$ cat config.mk
export PLATFORM = sky130hd
export DESIGN_NAME = tff_toggle_seq_flat
export DESIGN_NICKNAME = d
export VERILOG_FILES = /design/src/rtl/tff_toggle_seq_if.sv /design/src/rtl/tff_toggle_seq.sv /design/src/flat_wrapper.sv
export SDC_FILE = /design/constraint.sdc
export NUM_CORES = 1
export LEC_CHECK = 0
export CAP_MARGIN = 15
export CORE_MARGIN = 2
export CORE_UTILIZATION = 55
export CTS_CLUSTER_DIAMETER = 30
export DETAILED_ROUTE_END_ITERATION = 8
export GPL_ROUTABILITY_DRIVEN = 0
export GPL_TIMING_DRIVEN = 0
export PLACE_DENSITY = 0.8
export SYNTH_ARGS = -nofsm -noshare
export SYNTH_HDL_FRONTEND = slang
export SYNTH_SLANG_ARGS = --single-unit
$ cat constraint.sdc
create_clock -name CLK -period 3 [get_ports CLK]
set_clock_uncertainty 0.2 [all_clocks]
set_input_delay 0.3 -clock CLK [delete_from_list [all_inputs] [get_ports CLK]]
set_output_delay 0.3 -clock CLK [all_outputs]
set_load 0.005 [all_outputs]
$ cat src/rtl/tff_toggle_seq_if.sv
// tff_toggle_seq_if: control/config inputs and toggle-train outputs of the TFF driver
interface tff_toggle_seq_if #(
  parameter int CNT_W   = 8,
  parameter int BURST_W = 8
);
  logic               start;
  logic               stop;
  logic [1:0]         mode;
  logic [CNT_W-1:0]   divisor;
  logic [BURST_W-1:0] burst_len;
  logic               t;
  logic               busy;
  logic               done;
  logic               q_model;
  logic [BURST_W-1:0] toggle_count;
  modport master (
    output start, stop, mode, divisor, burst_len,
    input  t, busy, done, q_model, toggle_count
  );
  modport slave (
    input  start, stop, mode, divisor, burst_len,
    output t, busy, done, q_model, toggle_count
  );
endinterface

$ cat src/rtl/tff_toggle_seq.sv
// tff_toggle_seq: periodic 1-cycle toggle-request generator (single/burst/continuous) with Q reference model
module tff_toggle_seq #(
  parameter int CNT_W   = 8,
  parameter int BURST_W = 8
) (
  input logic CLK,
  input logic CLEAR,
  tff_toggle_seq_if.slave bus
);
  typedef enum logic [1:0] {IDLE, RUN, DONE} state_t;
  state_t             state_q, state_d;
  logic [CNT_W-1:0]   pre_q, pre_d, div_q, div_d;
  logic [BURST_W-1:0] n_q, n_d, iss_q, iss_d, cnt_q, cnt_d;
  logic               cont_q, cont_d, t_q, t_d, q_q, q_d, last;
  always_ff @(posedge CLK) begin
    if (!CLEAR) begin
      state_q <= IDLE;
      pre_q   <= '0;
      div_q   <= '0;
      n_q     <= '0;
      iss_q   <= '0;
      cnt_q   <= '0;
      cont_q  <= 1'b0;
      t_q     <= 1'b0;
      q_q     <= 1'b0;
    end else begin
      state_q <= state_d;
      pre_q   <= pre_d;
      div_q   <= div_d;
      n_q     <= n_d;
      iss_q   <= iss_d;
      cnt_q   <= cnt_d;
      cont_q  <= cont_d;
      t_q     <= t_d;
      q_q     <= q_d;
    end
  end
  always_comb begin
    state_d = state_q;
    pre_d   = pre_q;
    div_d   = div_q;
    n_d     = n_q;
    iss_d   = iss_q;
    cnt_d   = cnt_q;
    cont_d  = cont_q;
    t_d     = 1'b0;
    q_d     = q_q;
    last    = 1'b0;
    case (state_q)
      IDLE: if (bus.start && bus.mode != 2'b11) begin
        state_d = RUN;
        div_d   = (bus.divisor == '0) ? CNT_W'(1) : bus.divisor;
        pre_d   = div_d - 1'b1;
        iss_d   = '0;
        cnt_d   = '0;
        cont_d  = bus.mode == 2'b10;
        n_d     = (bus.mode == 2'b01) ? bus.burst_len : BURST_W'(1);
      end
      RUN: begin
        t_d   = pre_q == '0 && (cont_q || iss_q < n_q);
        pre_d = (pre_q == '0) ? div_q - 1'b1 : pre_q - 1'b1;
        iss_d = t_d ? iss_q + 1'b1 : iss_q;
        q_d   = q_q ^ t_q;
        cnt_d = t_q ? cnt_q + 1'b1 : cnt_q;
        // a zero-length burst finishes on the first RUN edge without pulsing
        last  = !cont_q && ((t_q && cnt_d == n_q) || n_q == '0);
        if (bus.stop || last) begin
          state_d = DONE;
          t_d     = 1'b0;
        end
      end
      DONE: state_d = IDLE;
      default: state_d = IDLE;
    endcase
  end
  assign bus.t            = t_q;
  assign bus.busy         = state_q == RUN;
  assign bus.done         = state_q == DONE;
  assign bus.q_model      = q_q;
  assign bus.toggle_count = cnt_q;
endmodule

$ cat src/flat_wrapper.sv
// flat-port wrapper written by rule: the top's interface ports become plain ports
module tff_toggle_seq_flat 
#(
  parameter int CNT_W   = 8,
  parameter int BURST_W = 8
)
  (CLK, CLEAR, bus_start, bus_stop, bus_mode, bus_divisor, bus_burst_len, bus_t, bus_busy, bus_done, bus_q_model, bus_toggle_count);
  tff_toggle_seq_if #(.CNT_W(CNT_W), .BURST_W(BURST_W)) bus_i ();
  input logic CLK;
  input logic CLEAR;
  input wire logic [$bits(bus_i.start)-1:0] bus_start;
  input wire logic [$bits(bus_i.stop)-1:0] bus_stop;
  input wire logic [$bits(bus_i.mode)-1:0] bus_mode;
  input wire logic [$bits(bus_i.divisor)-1:0] bus_divisor;
  input wire logic [$bits(bus_i.burst_len)-1:0] bus_burst_len;
  output wire logic [$bits(bus_i.t)-1:0] bus_t;
  output wire logic [$bits(bus_i.busy)-1:0] bus_busy;
  output wire logic [$bits(bus_i.done)-1:0] bus_done;
  output wire logic [$bits(bus_i.q_model)-1:0] bus_q_model;
  output wire logic [$bits(bus_i.toggle_count)-1:0] bus_toggle_count;
  assign bus_i.start = bus_start;
  assign bus_i.stop = bus_stop;
  assign bus_i.mode = bus_mode;
  assign bus_i.divisor = bus_divisor;
  assign bus_i.burst_len = bus_burst_len;
  assign bus_t = bus_i.t;
  assign bus_busy = bus_i.busy;
  assign bus_done = bus_i.done;
  assign bus_q_model = bus_i.q_model;
  assign bus_toggle_count = bus_i.toggle_count;
  tff_toggle_seq #(.CNT_W(CNT_W), .BURST_W(BURST_W)) u_core (.CLK(CLK), .CLEAR(CLEAR), .bus(bus_i));
endmodule
# After elaboration in Yosys (flattened, before gate mapping)
# Index checks and enable logic that the tools add are counted.
# totals
output_inout_bits	12
ff_bits	45
word_cells	58
input_bits	22
# classes
n_mux	13
bitwise	3
add_sub_neg	5
order_cmp	1
reduce_logical	18
eq_ne	9
# ops
operator	count
$mux W8	7
$pmux W8 S2	3
$logic_not A8 Y1	3
$sub A8 B1 Y8 const B	3
$add A8 B1 Y8 const B	2
$eq A8 B8 Y1	1
$lt A8 B8 Y1	1
$ne A2 B1 Y1 const B	3
$reduce_and A2 Y1	3
$eq A2 B1 Y1 const B	2
$eq A2 B2 Y1 const B	2
$logic_and A1 B1 Y1	4
$mux W2	2
$pmux W2 S2	1
$logic_or A1 B1 Y1	3
$reduce_and A3 Y1	1
$reduce_or A3 Y1	1
$logic_not A2 Y1	1
$ne A2 B2 Y1 const B	1
$not A1 Y1	2
$reduce_bool A2 Y1	1
$logic_not A1 Y1	1
$xor A1 B1 Y1	1

# Logic depth before layout (Yosys ltp)
# Gate-level depths: netlist of the first run.
# logic_depth
ltp_word	9
ltp_mapped	10
depth_no_buf	9

# Least setup slack after synthesis of the first run
# OpenSTA, ideal clock, no wires.
# synth_path
path_kind	register to register
from	register u_core.n_q[5]
to	register u_core.iss_q[0]
setup_slack_ps	645
t_required_ps	2735
path_buffers	0
setup_time_ps	65
arrival_ps	2090
synth_period_minus_slack_ps	2355
stages_incl_launch_ff	9
cell_sequence	dfxtp_1 > inv_1 > ha_1 > a21o_1 > a211oi_1 > o311ai_4 > a21oi_1 > mux2_2 > nor2_1
# synth_via
elab_chain_cells	5
# synth_lines
element	line_no	source
start, declared	tff_toggle_seq.sv:13	logic [BURST_W-1:0] n_q, n_d, iss_q, iss_d, cnt_q, cnt_d;
start signal, assigned	tff_toggle_seq.sv:30	n_q <= n_d;
$lt A8 B8 Y1	tff_toggle_seq.sv:60	t_d = pre_q == '0 && (cont_q || iss_q < n_q);
$logic_or A1 B1 Y1	tff_toggle_seq.sv:60	
$logic_and A1 B1 Y1	tff_toggle_seq.sv:60	
$ne A2 B1 Y1 (no line)	n/a	
$reduce_and A3 Y1 (no line)	n/a	
end signal, assigned	tff_toggle_seq.sv:31	iss_q <= iss_d;
end, declared	tff_toggle_seq.sv:13	
# No other way between the ends.
# A chain may end at the register's enable or synchronous reset.

# Worst setup path after layout of the first run
# layout_path
from	register u_core.state_q[1]
to	output bus_busy
# layout_via
elab_chain_cells	1
# layout_lines
element	line_no	source
start, declared	tff_toggle_seq.sv:11	state_t state_q, state_d;
start signal, assigned	tff_toggle_seq.sv:27	state_q <= state_d;
$eq A2 B1 Y1	tff_toggle_seq.sv:77	assign bus.busy = state_q == RUN;
end, declared	flat_wrapper.sv:17	output wire logic [$bits(bus_i.busy)-1:0] bus_busy;
# No other way between the ends.

==> run summary, run 1 <==
Outcome -> complete, no violations
Crit path launch type -> register
Io pins -> 34
Layout cells sized above 1 -> 6.053%
Initial antenna violation count -> 0
Core area -> 0.004661 mm²
Hold path endpoint -> u_core.div_q[7]
Sw Ratio -> 30.92%
Filler cells -> 415
DRT Pass-1 Iters -> 5
Total gr overflow -> 0
CP startpoint -> u_core.state_q[1]
Largest net degree at the start of global routing -> 14
Flop pwr share -> 50.5%
Hold Violations, Final -> 0
Antenna-violating nets left -> 0
Synth cell count leaders -> dfxtp_1, nand2_1, nor2_1, o21ai_0, a21oi_1
Setup WS post-layout -> 0.2030 ns
Register area -> 900.9 µm²
Share of the synthesized area in the top cell type -> 34.35%
Nets -> 411
Maximum vdd drop -> 247.1 µV
Final Cycle Share -> 93.23%
Crit path DAT -> 2.30 ns
Area after DPL -> 0.003020 mm²
DPL Wire Length -> 5002 µm
Via Count -> 2601
Syn nets -> 370
Initial drt markers -> 154
Hold Path Class -> register to register
RSZ-0062 raised after global routing -> no
Least-Margin Pin Slew -> 0.7297 ns
Total GRT Usage -> 26.83%
Post-CTS Setup Bufs -> 0
Leakage Power -> 1.104 nW
Initial Util -> 56.27%
CP max FO -> 10
CTS tree -> done
Rows -> 25
Worst-path clk slew -> 0.08 ns
TritonCTS Buffers -> 5
Int Pwr -> 0.8972 mW
Fin. max-slew vios -> 0
Main area contributors after synthesis -> dfxtp_1, nand2_1, nor2_1, xnor2_1, ha_1
Die Ht -> 73.05 µm
Vias in the first global route -> 2405
Main synth FF type -> dfxtp_1
Final instance area -> 0.003115 mm²
#FFs+latches synth -> 45
Avg WL per Cell -> 15.53 µm
Worst path slowest cell -> clkdlybuf4s50_1
Synth-to-Final Area Change -> 18.80%
Max-cap violation count -> 0
Asr flop ratio synth -> 0%
Syn Area/Cell -> 7.759 µm²
Min-delay src -> u_core.div_q[7]
Port bufs -> 33
Cts hold-fix bufs -> 0
Worst r2r src -> u_core.n_q[5]
PD cells -> 416.9 mW/mm²
Fmax -> 0.3575 GHz
R2R Path End -> u_core.iss_q[0]
Mapped cell area -> 0.002623 mm²
Global-route wire length before repair -> 11120 µm
Die ar. -> 0.005336 mm²
Ant diodes -> 0
Clock power share -> 28.5%
Tmin final -> 2.797 ns
Worst hold path depth -> 2
Die W -> 73.05 µm
Sequential area share after synthesis -> 34.35%
Worst-skew pair later-pin latency -> 0.30 ns
Pre-CTS setup slack -> 0.2160 ns
EDFF count, synth -> 0
Cell taking the most area after synthesis -> dfxtp_1
Crit Path Category -> register to output pin
Synth cell types -> 52
Crit. End Element -> output pin
Reg2reg setup slack -> 0.36 ns
Area of the multi-input gates -> 0.001612 mm²
Final setup viols -> 0
Worst path required time -> 2.50 ns
Warnings, synthesis -> 0
Cells after Synth -> 338
Critical-path cell list -> nand2b_1 -> inv_1 -> clkbuf_1 -> clkbuf_2 -> clkdlybuf4s50_1
DRC viols -> 0
Average vias per placed instance -> 5.993
Setup_tns -> 0 ns
CP peak stage delay -> 0.54 ns
CTS root buffer -> clkbuf_8
Sw power -> 0.4016 mW
Worst r2r path cells -> 8
Clock buffer depth -> 2
Total wire length -> 6738 µm
CTS H-tree depth -> 2
Max transition margin -> 50.98%
Combinational share of power -> 21.0%
Clock Sinks -> 45
-- cell type report --
type | instances | area share (%)
Multi-Input combinational cell | 262 | 51.73
Sequential cell | 45 | 28.92
Timing Repair Buffer | 34 | 10.76
Clock buffer | 6 | 2.329
Tap cell | 54 | 2.169
Inverter | 16 | 1.928
Buffer | 15 | 1.847
Clock inverter | 2 | 0.3213
-- how the worst max path moves through the flow --
stage                      end  cells after the start
2_1_floorplan  u_core.iss_q[0]                      8
3_3_place_gp     u_core.n_q[1]                      6
3_5_place_dp     u_core.n_q[1]                      6
4_1_cts               bus_busy                      5
5_1_grt               bus_busy                      5
6_report              bus_busy                      5
-- logic make-up after synthesis --
family	after synthesis	share of synthesized area, %
adder cells (fa/ha/maj)	10	4.771
flip-flops	45	34.35
buffers and inverters	31	4.437
AO/OA/AOI/OAI	79	20.71
multiplexers	2	0.8111
AND/OR/NAND/NOR	150	27.91
XOR/XNOR	21	7.013
-- power by group through the flow --
| stage | sequential (mW) | combinational (mW) | clock, mW |
|---|---|---|---|
| 6_report | 0.656 | 0.272 | 0.370 |
| 5_1_grt | 0.659 | 0.303 | 0.392 |
| 4_1_cts | 0.654 | 0.268 | 0.374 |
| 3_3_place_gp | 0.667 | 0.261 | 0 |
| 3_5_place_dp | 0.668 | 0.266 | 0 |
| 2_1_floorplan | 0.658 | 0.184 | 0 |
-- registers in the layout, summed over array words and instances (netlist names) --
register,flops
u_core.state_q,2
u_core.iss_q,8
u_core.div_q,8
u_core.bus.t,1
u_core.cont_q,1
u_core.n_q,8
u_core.bus.q_model,1
u_core.pre_q,8
u_core.bus.toggle_count,8
-- cells in the final DEF (no fill, tap or decap), types with 5 or more instances in the layout --
cell type / instances
clkdlybuf4s50_1: 33
dfxtp_1: 45
nand4_1: 8
clkbuf_8: 5
nor4_1: 6
inv_1: 15
o21ai_0: 23
nor2_1: 35
a211oi_1: 5
ha_1: 10
a21oi_1: 21
nand2_1: 45
clkbuf_1: 14
xor2_1: 6
nand3_1: 13
nor3_1: 17
xnor2_1: 15
-- worst max-delay path, delay by kind of cell (launching register included) --
kind                   cells  cell delay [ns]
DFF                        1             0.34
buffers and inverters      4             1.48
and+or+nand+nor            1             0.17
-- through the flow --
step,hold slack (ns),instances,power [mW],utilization (%)
after global placement,0.2443,425,0.9277,64.81
after floorplan,0.2086,338,0.8417,-
after detailed placement,0.2566,425,0.9343,64.81
after CTS,0.2679,433,1.296,66.58
after global routing,0.3012,434,1.354,66.85
final,0.2660,434,1.299,66.85
-- metal layers --
metal	vias to the layer above	global-route usage [%]	part of all wire (%)
met2	82	47.65	49
met3	15	3.729	5.4
met4	0	9.877	2.3
li1	1301	-	-
met5	-	0	0
met1	1203	32.65	43
-- repair_timing --
action,4_1_cts,5_1_grt
endpoints found under the setup margin,0,2
resized for setup,0,2
endpoints found under the hold margin,0,0
Power figures use the tool's default switching activity.
==> run 2, diff against run 1 <==
==> constraint.sdc (replaced) <==
create_clock -name CLK -period 3.15 [get_ports CLK]
set_clock_uncertainty 0.2 [all_clocks]
set_input_delay 0.315 -clock CLK [delete_from_list [all_inputs] [get_ports CLK]]
set_output_delay 0.315 -clock CLK [all_outputs]
set_load 0.005 [all_outputs]
==> run 2 against run 1 <==
  * Utilization fell by 0.16 points
  * Design area is 0.24% lower
  * Non-clock buffer count did not move
  * Sequential power decreased by 5.0%
  * Clock power fell by 5%
  * Power shrank 5.0%
  * Wire length fell by 0.21%
  * Largest cell class unchanged
  * Largest power group unchanged
==> run summary, run 2 (synthesized netlist as in run 1, its figures left out) <==
Clock Sinks -> 45
Fmax -> 0.3353 GHz
Clock buffer depth -> 2
Nets -> 411
Rows -> 25
Worst hold path depth -> 2
Core area -> 0.004661 mm²
Final Cycle Share -> 94.69%
Reg2reg setup slack -> 0.38 ns
Outcome -> complete, no violations
Fin. max-slew vios -> 0
Die Ht -> 73.05 µm
Maximum vdd drop -> 234.3 µV
Initial drt markers -> 130
Filler cells -> 414
Port bufs -> 33
Max-cap violation count -> 0
Synth-to-Final Area Change -> 18.51%
CTS tree -> done
Setup_tns -> 0 ns
Crit path DAT -> 2.47 ns
R2R Path End -> u_core.pre_q[4]
CTS H-tree depth -> 2
Flop pwr share -> 50.5%
Antenna-violating nets left -> 0
Initial Util -> 56.27%
Worst-path clk slew -> 0.08 ns
Crit Path Category -> register to output pin
Final instance area -> 0.003108 mm²
CTS root buffer -> clkbuf_8
Sw power -> 0.3813 mW
Clock power share -> 28.6%
Io pins -> 34
Crit. End Element -> output pin
Cts hold-fix bufs -> 0
Die ar. -> 0.005336 mm²
DRT Pass-1 Iters -> 5
Vias in the first global route -> 2405
Min-delay src -> u_core.div_q[7]
DPL Wire Length -> 5002 µm
Via Count -> 2582
Post-route insts no fill -> 434
Crit path launch type -> register
Ant diodes -> 0
Avg WL per Cell -> 15.49 µm
RSZ-0062 raised after global routing -> no
# resized after CTS -> 0
Layout cells sized above 1 -> 5.526%
Worst path required time -> 2.63 ns
Total wire length -> 6724 µm
Worst r2r src -> u_core.pre_q[4]
Placed cells -> 425
DRC viols -> 0
Final setup viols -> 0
Most frequent cells in the layout -> nand2_1, dfxtp_1, nor2_1
Initial antenna violation count -> 0
Hold path endpoint -> u_core.div_q[7]
Tmin final -> 2.983 ns
Total Power -> 1.234 mW
Least-Margin Pin Slew -> 0.7333 ns
Global-route wire length before repair -> 11120 µm
Average vias per placed instance -> 5.949
Area after DPL -> 0.003020 mm²
PD cells -> 397.2 mW/mm²
Hold Violations, Final -> 0
CP max FO -> 10
Hold Path Class -> register to register
Total gr overflow -> 0
Int Pwr -> 0.8531 mW
Post-CTS Setup Bufs -> 0
Largest net degree at the start of global routing -> 14
Leakage Power -> 1.100 nW
Worst hold slack -> 0.2625 ns
TritonCTS Buffers -> 5
Worst-skew pair later-pin latency -> 0.31 ns
Combinational share of power -> 20.9%
Worst r2r path cells -> 9
Max transition margin -> 50.74%
Die W -> 73.05 µm
Total GRT Usage -> 26.83%
Sw Ratio -> 30.89%
[run 2: cell count changes in the layout (fill, tap and decap cells not counted)]
| cell | delta |
|---|---|
| nor4_1 | +1 |
| clkbuf_2 | -1 |
| buf_1 | +1 |
| nor4_2 | -1 |
[run 2: layout make-up]
type | instances | area [µm²] | share of cell area (%)
Multi-Input combinational cell | 262 | 1605 | 51.65
Sequential cell | 45 | 900.9 | 28.99
Timing Repair Buffer | 34 | 335.3 | 10.79
Clock buffer | 6 | 72.57 | 2.335
Tap cell | 54 | 67.56 | 2.174
Inverter | 16 | 60.06 | 1.932
Buffer | 15 | 56.30 | 1.812
Clock inverter | 2 | 10.01 | 0.3221
[run 2: worst max-delay path, cell delays in order (launching register included)]
cell and delay, ns:
dfxtp_1 0.34, nand2b_1 0.17, inv_1 0.25, clkbuf_1 0.38, buf_1 0.43, clkdlybuf4s50_1 0.59
[run 2: worst max path at each step]
stage | endpoint | cells after the start | slack [ns] | from
2_1_floorplan | u_core.iss_q[0] | 8 | 0.80 | u_core.n_q[5]
6_report | bus_busy | 5 | 0.17 | u_core.state_q[1]
3_3_place_gp | u_core.n_q[1] | 6 | 0.36 | bus_mode[1]
3_5_place_dp | u_core.n_q[1] | 6 | 0.35 | bus_mode[1]
4_1_cts | bus_busy | 5 | 0.20 | u_core.state_q[1]
5_1_grt | bus_busy | 5 | 0.07 | u_core.state_q[1]
[run 2: routing by layer]
metal	vias to the layer above	share of wire (%)	GRT usage, %
li1	1305	-	-
met4	0	2.3	9.877
met1	1189	45	32.65
met5	-	0	0
met3	16	4.2	3.729
met2	72	49	47.65
[run 2: power groups by stage]
stage               sequential [mW]  combinational [mW]  clock (mW)
floorplan                     0.627               0.175           0
global placement              0.635               0.248           0
detailed placement            0.636               0.254           0
CTS                           0.622               0.255       0.356
global route                  0.626               0.287       0.373
finish                        0.623               0.259       0.353
[run 2: stage by stage]
stage / util [%] / setup WS [ns]
6_report: 66.68 / 0.1672
4_1_cts: 66.58 / 0.2033
3_5_place_dp: 64.81 / 0.3510
3_3_place_gp: 64.81 / 0.3594
5_1_grt: 66.68 / 0.06647
2_1_floorplan: - / 0.7953
